[src/rtl/lsu_subword.sv]
`default_nettype none
// ============================================================================
// Module   : lsu_subword
// Purpose  : RV32I load/store front end for a word-only data memory. It does
//            lane select, sign/zero extension, misalignment checks, and a
//            two-cycle read-modify-write for sub-word stores.
// Revision : 1.0 - initial release
// ============================================================================
module lsu_subword #(
  parameter int MEM_AW  = 12,
  parameter bit OOR_ERR = 1'b1
) (
  input  logic        clk,
  input  logic        rst_n,
  input  logic        req_valid,
  output logic        req_ready,
  input  logic        req_store,
  input  logic [2:0]  req_funct3,
  input  logic [31:0] req_addr,
  input  logic [31:0] req_wdata,
  output logic        resp_valid,
  output logic [31:0] resp_rdata,
  output logic        resp_err,
  output logic        mem_we,
  output logic [31:0] mem_addr,
  output logic [31:0] mem_wdata,
  input  logic [31:0] mem_rdata
);

  localparam logic [0:0]  S_IDLE      = 1'b0;
  localparam logic [0:0]  S_RMW_WR    = 1'b1;
  localparam logic [31:0] C_LOW_MASK  = (32'd1 << MEM_AW) - 32'd1;
  localparam logic [31:0] C_WORD_MASK = C_LOW_MASK & 32'hFFFF_FFFC;

  logic [0:0]  r_state;
  logic [31:0] r_addr;
  logic [31:0] r_merged;

  logic        w_accept;
  logic        w_is_half;
  logic        w_is_word;
  logic        w_misalign;
  logic        w_bad_f3;
  logic        w_oor;
  logic        w_err;
  logic [31:0] w_word_addr;
  logic [7:0]  w_byte;
  logic [15:0] w_half;
  logic [31:0] w_load;
  logic [31:0] w_merged;

  assign req_ready   = (r_state == S_IDLE);
  // rst_n gates acceptance so no write can leak out while reset is held
  assign w_accept    = req_valid && req_ready && rst_n;
  assign w_word_addr = req_addr & C_WORD_MASK;

  assign w_is_half  = (req_funct3[1:0] == 2'b01);
  assign w_is_word  = (req_funct3[1:0] == 2'b10);
  assign w_misalign = (w_is_half && req_addr[0]) || (w_is_word && (req_addr[1:0] != 2'b00));
  assign w_bad_f3   = req_store ? (req_funct3 >= 3'd3)
                                : ((req_funct3 == 3'd3) || (req_funct3[2:1] == 2'b11));
  assign w_oor      = OOR_ERR && ((req_addr & ~C_LOW_MASK) != 32'd0);
  assign w_err      = w_misalign || w_bad_f3 || w_oor;

  always_comb begin
    w_byte = 8'h00;
    case (req_addr[1:0])
      2'd0:    w_byte = mem_rdata[7:0];
      2'd1:    w_byte = mem_rdata[15:8];
      2'd2:    w_byte = mem_rdata[23:16];
      default: w_byte = mem_rdata[31:24];
    endcase
    w_half = req_addr[1] ? mem_rdata[31:16] : mem_rdata[15:0];

    w_load = 32'd0;
    case (req_funct3)
      3'd0:    w_load = {{24{w_byte[7]}}, w_byte};
      3'd1:    w_load = {{16{w_half[15]}}, w_half};
      3'd2:    w_load = mem_rdata;
      3'd4:    w_load = {24'd0, w_byte};
      3'd5:    w_load = {16'd0, w_half};
      default: w_load = 32'd0;
    endcase
  end

  // Sub-word store: splice the new lane into the word currently in memory
  always_comb begin
    w_merged = mem_rdata;
    if (req_funct3 == 3'd0) begin
      case (req_addr[1:0])
        2'd0:    w_merged[7:0]   = req_wdata[7:0];
        2'd1:    w_merged[15:8]  = req_wdata[7:0];
        2'd2:    w_merged[23:16] = req_wdata[7:0];
        default: w_merged[31:24] = req_wdata[7:0];
      endcase
    end else if (req_addr[1]) begin
      w_merged[31:16] = req_wdata[15:0];
    end else begin
      w_merged[15:0] = req_wdata[15:0];
    end
  end

  always_comb begin
    mem_we    = 1'b0;
    mem_addr  = 32'd0;
    mem_wdata = 32'd0;
    if (r_state == S_RMW_WR) begin
      mem_we    = rst_n;
      mem_addr  = r_addr;
      mem_wdata = r_merged;
    end else if (w_accept) begin
      mem_addr = w_word_addr;
      if (req_store && !w_err && w_is_word) begin
        mem_we    = 1'b1;
        mem_wdata = req_wdata;
      end
    end
  end

  always_ff @(posedge clk or negedge rst_n) begin
    if (!rst_n) begin
      r_state    <= S_IDLE;
      r_addr     <= 32'd0;
      r_merged   <= 32'd0;
      resp_valid <= 1'b0;
      resp_rdata <= 32'd0;
      resp_err   <= 1'b0;
    end else begin
      resp_valid <= 1'b0;
      case (r_state)
        S_IDLE: begin
          if (w_accept) begin
            if (w_err) begin
              resp_valid <= 1'b1;
              resp_err   <= 1'b1;
              resp_rdata <= 32'd0;
            end else if (!req_store) begin
              resp_valid <= 1'b1;
              resp_err   <= 1'b0;
              resp_rdata <= w_load;
            end else if (w_is_word) begin
              resp_valid <= 1'b1;
              resp_err   <= 1'b0;
              resp_rdata <= 32'd0;
            end else begin
              r_addr   <= w_word_addr;
              r_merged <= w_merged;
              r_state  <= S_RMW_WR;
            end
          end
        end
        default: begin
          r_state    <= S_IDLE;
          resp_valid <= 1'b1;
          resp_err   <= 1'b0;
          resp_rdata <= 32'd0;
        end
      endcase
    end
  end

endmodule
`default_nettype wire

[config.mk]
export PLATFORM = sky130hd
export DESIGN_NAME = lsu_subword
export DESIGN_NICKNAME = d
export VERILOG_FILES = /design/src/rtl/lsu_subword.sv
export SDC_FILE = /design/constraint.sdc
export NUM_CORES = 1
export LEC_CHECK = 0
export BUFFER_PORTS_ARGS = -buffer_cell sky130_fd_sc_hd__buf_2
export CORE_ASPECT_RATIO = 1.2
export CORE_UTILIZATION = 49
export CTS_CLUSTER_DIAMETER = 80
export DETAILED_ROUTE_END_ITERATION = 7
export GPL_ROUTABILITY_DRIVEN = 0
export GPL_TIMING_DRIVEN = 0
export PLACE_DENSITY = 0.81
export SLEW_MARGIN = 20
export SYNTH_ARGS = -nofsm -noshare
export SYNTH_HDL_FRONTEND = slang
export SYNTH_SLANG_ARGS = --single-unit
[constraint.sdc]
create_clock -name clk -period 1.9 [get_ports clk]
set_input_delay 0.19 -clock clk [delete_from_list [all_inputs] [get_ports clk]]
set_output_delay 0.19 -clock clk [all_outputs]
set_load 0.05 [all_outputs]
-- Word level (Yosys, flattened, before mapping)
Cells that the tools add are included.
- register bits: 77
- logic and storage cells: 79
- $lt $le $gt $ge: 1
- equality and inequality tests: 11
- mux-type cells: 39
- bitwise logic cells: 3
- reductions and logical operators: 19
- operators with widths (operator ; count):
    32-bit 2-to-1 mux ; 9
    32-bit case mux with 5 select lines ; 1
    16-bit 2-to-1 mux ; 3
    8-bit 2-to-1 mux ; 4
    32-bit nonzero test ; 1
    12-bit 2-to-1 mux ; 2
    8-bit case mux with 3 select lines ; 1
    1-bit 2-to-1 mux ; 19
    2-bit == test (second input constant) ; 3
    3-bit by 2-bit == test with 1-bit output (second input constant) ; 2
    3-bit == test (second input constant) ; 2
    1-bit logical AND ; 6
    5-bit AND reduction ; 1
    2-bit by 1-bit == test with 1-bit output (second input constant) ; 2
    1-bit logical OR ; 4
    4-bit by 1-bit inequality test with 1-bit output (second input constant) ; 1
    2-bit nonzero test ; 2
    3-bit by 1-bit == test with 1-bit output (second input constant) ; 1
    3-bit by 2-bit >= comparator with 1-bit output (second input constant) ; 1
    3-bit logical NOT ; 1
    1-bit NOT ; 3
    3-bit OR reduction ; 1
    2-bit logical NOT ; 1
    2-bit AND reduction ; 1
    1-bit logical NOT ; 1

-- Logic depth before layout (Yosys ltp)
- depth in word-level cells: 11
- mapped depth: 8

-- Worst setup path after synthesis
No wires, ideal clock.
- path type: reg-to-output
- start: register r_state
- end: output port mem_addr[11]
- arrival time: 1.898 ns
- required time: 1.710 ns
- path slack: -0.188 ns
- cell stages (with the launch flop): 4
- buffers on the path: 2
- cells stage by stage: dfrtp_1 -> clkbuf_1 -> clkbuf_1 -> o21ai_0
- cells in the longest elaborated chain, start to end: 5
- ends and longest elaborated chain (what ; RTL line ; RTL):
    start: declaration ; 35 ; logic [0:0] r_state;
    start signal: assignment ; 122 ; r_state <= S_IDLE;
    start signal: assignment ; 148 ; r_state <= S_RMW_WR;
    start signal: assignment ; 153 ; r_state <= S_IDLE;
    1-bit NOT (no source line) ; -- ;
    1-bit logical AND (2 in series) ; 54 ; assign w_accept = req_valid && req_ready && rst_n;
    12-bit 2-to-1 mux ; 111 ; end else if (w_accept) begin
    12-bit 2-to-1 mux * ; 107 ; if (r_state == S_RMW_WR) begin
    end: declaration ; 25 ; output logic [31:0] mem_addr,
Mark *: on every way between the ends. The rest lies on a longest branch, timed or not.

-- Worst setup path after layout
- start: input port req_addr[31]
- end: output port mem_wdata[26]
- cells in the longest elaborated chain, start to end: 8
- ends and longest elaborated chain (what ; RTL line ; RTL):
    start: declaration ; 19 ; input logic [31:0] req_addr,
    32-bit nonzero test ; 62 ; assign w_oor = OOR_ERR && ((req_addr & ~C_LOW_MASK) != 32'd0);
    1-bit logical OR ; 63 ; assign w_err = w_misalign || w_bad_f3 || w_oor;
    1-bit logical NOT ; 113 ; if (req_store && !w_err && w_is_word) begin
    1-bit logical AND (2 in series) ; 113 ;
    32-bit 2-to-1 mux ; 113 ;
    32-bit 2-to-1 mux ; 111 ;
    32-bit 2-to-1 mux ; 107 ;
    end: declaration ; 26 ; output logic [31:0] mem_wdata,
No other way between the ends.

==> out/metrics.csv <==
stage;metric;value;unit
global_route;largest net degree at the start of global routing;50;
placed_design;Detailed Place HPWL;11500;microns
global_route;first-pass GRT wire length;24700;microns
setup_path;critical-path maximum fanout;8;
routing;DRC Markers;0;
synthesis;Synth top area share;0.394;
setup_path;Crit. Startpoint;req_addr[31];
timing;worst slew pin tran;0.567;ns
placed_design;dpl ws;-0.409;ns
cts;Worst-path clk slew;0.06;ns
setup_path;Worst Setup Path Type;in -> out;
power;Pwr Density;579;mW/mm^2
cts;clock sinks;77;
synthesis;sequential-to-total area share from yosys stat;0.394;
synthesis;Synth Cell Area;0.00489;sq mm
synthesis;library cells used by synthesis;41;
routing;Via density;6.02;
worst_hold_path;Hold Path Class;in -> reg;
timing;Worst Setup Slack, final;-0.0767;ns
synthesis;post-synthesis compound-gate area fraction;0.215;
status;status;finished, violations left;
cts;htree depth;3;
worst_hold_path;Worst Hold Launch;req_addr[4];
synthesis;Synth Instances;463;
final_layout;Layout Cells excl Fill;814;
flow_run;maxcap violations;0;
synthesis;number of synthesized register bits;77;
final_layout;Final nets;788;
cts;Num CTS Buffers;9;
cts;root buffer cell;clkbuf_16;
synthesis;main combinational cell family by area after synthesis;compound AO/OA/AOI/OAI gates;
global_route;vias in the first global route;4725;
setup_path;crit path capture type;primary output;
final_layout;Syn-to-layout area delta;47.6;%
final_layout;final core utilization;0.751;
floorplan;Die X;93.2;microns
setup_path;CP Launch Type;input port;
synthesis;top cells by area, synth;dfrtp_1 (39%), mux2_4 (12%), a22o_1 (5.7%);
floorplan;Die Area;0.0104;sq mm
power;Static Leak;3.75;nW
status;failing checks;setup timing;
setup_path;R2R Setup Slk;0.23;ns
floorplan;Die H;111;microns
floorplan;IO Count;203;
setup_path;Worst R2R Start;r_state;
timing;RSZ-0062 raised after global routing;yes;
synthesis;mux contribution to synthesized area;0.206;
routing;DR WL/cell;20.8;microns
timing;final number of max-transition violations;0;
synthesis;leading area contributor after synthesis;dfrtp_1;
placed_design;placed insts;785;
routing;Final ANT Viol Nets;0;
final_layout;final instance area;0.00722;sq mm
global_route;GRT Total Usage;0.311;
setup_path;Reg2Reg Depth;6;
synthesis;top_reg_cell synth;dfrtp_1;
routing;drt first-iter violations;478;
timing;f_max;0.506;GHz
synthesis;Adder-Cell Fraction of Synth Area;0;
cts;CTS Buffer Depth;2;
setup_path;CP Capture Point;mem_wdata[26];
placed_design;placed instance area;0.00610;sq mm
timing;Slew HR;0.622;
global_route;initial antenna violation count;0;
routing;drt total wl;16900;microns
timing;total negative slack;-1.58;ns
timing;Final Hold Viols;0;
placed_design;port buffer count;177;
synthesis;Syn Area/Cell;10.6;sq um
global_route;grt total ovfl;0;
setup_path;RR Endpoint;resp_rdata[8];
timing;clk_skew;0.00582;ns
setup_path;Critical Path AT;1.79;ns
synthesis;ys async rst share;1.00;
timing;# setup viols final;33;
timing;fin crit period;1.98;ns
floorplan;# rows;39;
setup_path;Req. time, crit path;1.71;ns
synthesis;most frequent cell after synthesis;dfrtp_1;
final_layout;fraction of layout cells with a size suffix above 1;0.548;
floorplan;core box area;0.00961;sq mm
cts;CTS tree;built;
synthesis;Syn. warnings;0;
routing;detailed-route via count;4898;
routing;First-pass DRT Iterations;5;
synthesis;Post-Synth XOR/XNOR Area;0;
final_layout;Fill cells;647;
cts;Worst-Skew Late Latency;0.34;ns
synthesis;commonest cells in the netlist;dfrtp_1 (77), nand2_1 (56), a21oi_1 (48);
synthesis;EDFF count, synth;0;
timing;Final period util;1.04;
power;VDD IR max;388;uV
floorplan;starting density of the core;0.509;
synthesis;Post-Synth Simple-Gate Area;0.0951;
## repair_timing
| item | 4_1_cts | 5_1_grt |
|---|---|---|
| hold buffers | 2 | 0 |
| resized for setup | 110 | 66 |
| setup buffers | 9 | 1 |
| gates cloned | 1 | 2 |
| setup endpoints to repair | 43 | 56 |
| hold endpoints to repair | 28 | 0 |
| pin swaps | 6 | 9 |
## report_power, final
group / switching [W] / internal [W] / leakage (nW) / total [W]
clock: 0.000702 / 0.00105 / 0.140 / 0.00175
combinational: 0.000498 / 0.000288 / 2.53 / 0.000786
sequential: 0.00000140 / 0.00164 / 1.07 / 0.00164
total: 0.00120 / 0.00298 / 3.75 / 0.00418
## cell usage in the layout, fill, tap and decap left out, types with 9 or more instances in the layout
| cell | synthesis | routed |
|---|---|---|
| nand2_1 | 56 | 56 |
| nor2_1 | 20 | 19 |
| clkbuf_4 | 0 | 12 |
| a21oi_1 | 48 | 48 |
| buf_4 | 28 | 38 |
| buf_2 | 17 | 141 |
| mux2_2 | 18 | 18 |
| mux2_4 | 40 | 40 |
| o31ai_1 | 33 | 33 |
| a22o_4 | 0 | 26 |
| buf_8 | 0 | 30 |
| dfrtp_1 | 77 | 77 |
| clkbuf_16 | 0 | 10 |
| o21ai_0 | 11 | 10 |
| mux4_2 | 9 | 9 |
| conb_1 | 1 | 22 |
| buf_6 | 5 | 17 |
| inv_1 | 11 | 11 |
## layer usage
layer  vias up  routed length (microns)  track usage
met5         -                        0            0
met4         0                      928        0.179
met3        87                     1550       0.0581
met2       342                     8370        0.491
met1      2343                     6090        0.396
li1       2126                        -            -
## final cells by class
cell class / count / area, sq um / share of cell area
multi-input combinational: 334 / 2910 / 0.404
sequential: 77 / 1930 / 0.267
timing repair buffer: 192 / 1450 / 0.200
buffer: 59 / 430 / 0.0596
clock buffer: 10 / 239 / 0.0331
tap: 123 / 154 / 0.0213
clock inverter: 6 / 62.6 / 0.00867
inverter: 12 / 45.0 / 0.00624
antenna: 1 / 2.50 / 0.000347
## per-stage QoR
stage | hold WS [ns] | total power [W]
2_1_floorplan | -0.106 | 0.00211
3_3_place_gp | 0.438 | 0.00236
3_5_place_dp | 0.154 | 0.00238
4_1_cts | 0.101 | 0.00412
5_1_grt | 0.112 | 0.00429
6_report | 0.0991 | 0.00418
## cells by family after synthesis
logic type	count (synthesis)
flip-flops	77
other	1
multiplexers	67
AND/OR/NAND/NOR	97
buffers and inverters	73
AO/OA/AOI/OAI	148
## worst max-delay path, cell delays in order
cell,delay (ns)
buf_6,0.10
nor4_4,0.28
nand4_1,0.20
nor2_4,0.16
and4bb_4,0.39
clkbuf_16,0.20
a22o_4,0.13
buf_8,0.14
## how the worst min path moves through the flow
stage	cells after the start	slack, ns	end
3_3_place_gp	2	0.44	r_addr[4]
5_1_grt	2	0.11	r_addr[4]
2_1_floorplan	0	-0.11	r_addr[10]
6_report	2	0.1	r_addr[4]
3_5_place_dp	1	0.15	resp_rdata[27]
4_1_cts	2	0.10	r_addr[7]
## flip-flops by register name (all words and copies together), names as in the netlist
register / cells
r_addr: 10
r_merged: 32
r_state: 1
resp_err: 1
resp_rdata: 32
resp_valid: 1
No activity file was read; power rests on OpenSTA's default activity.
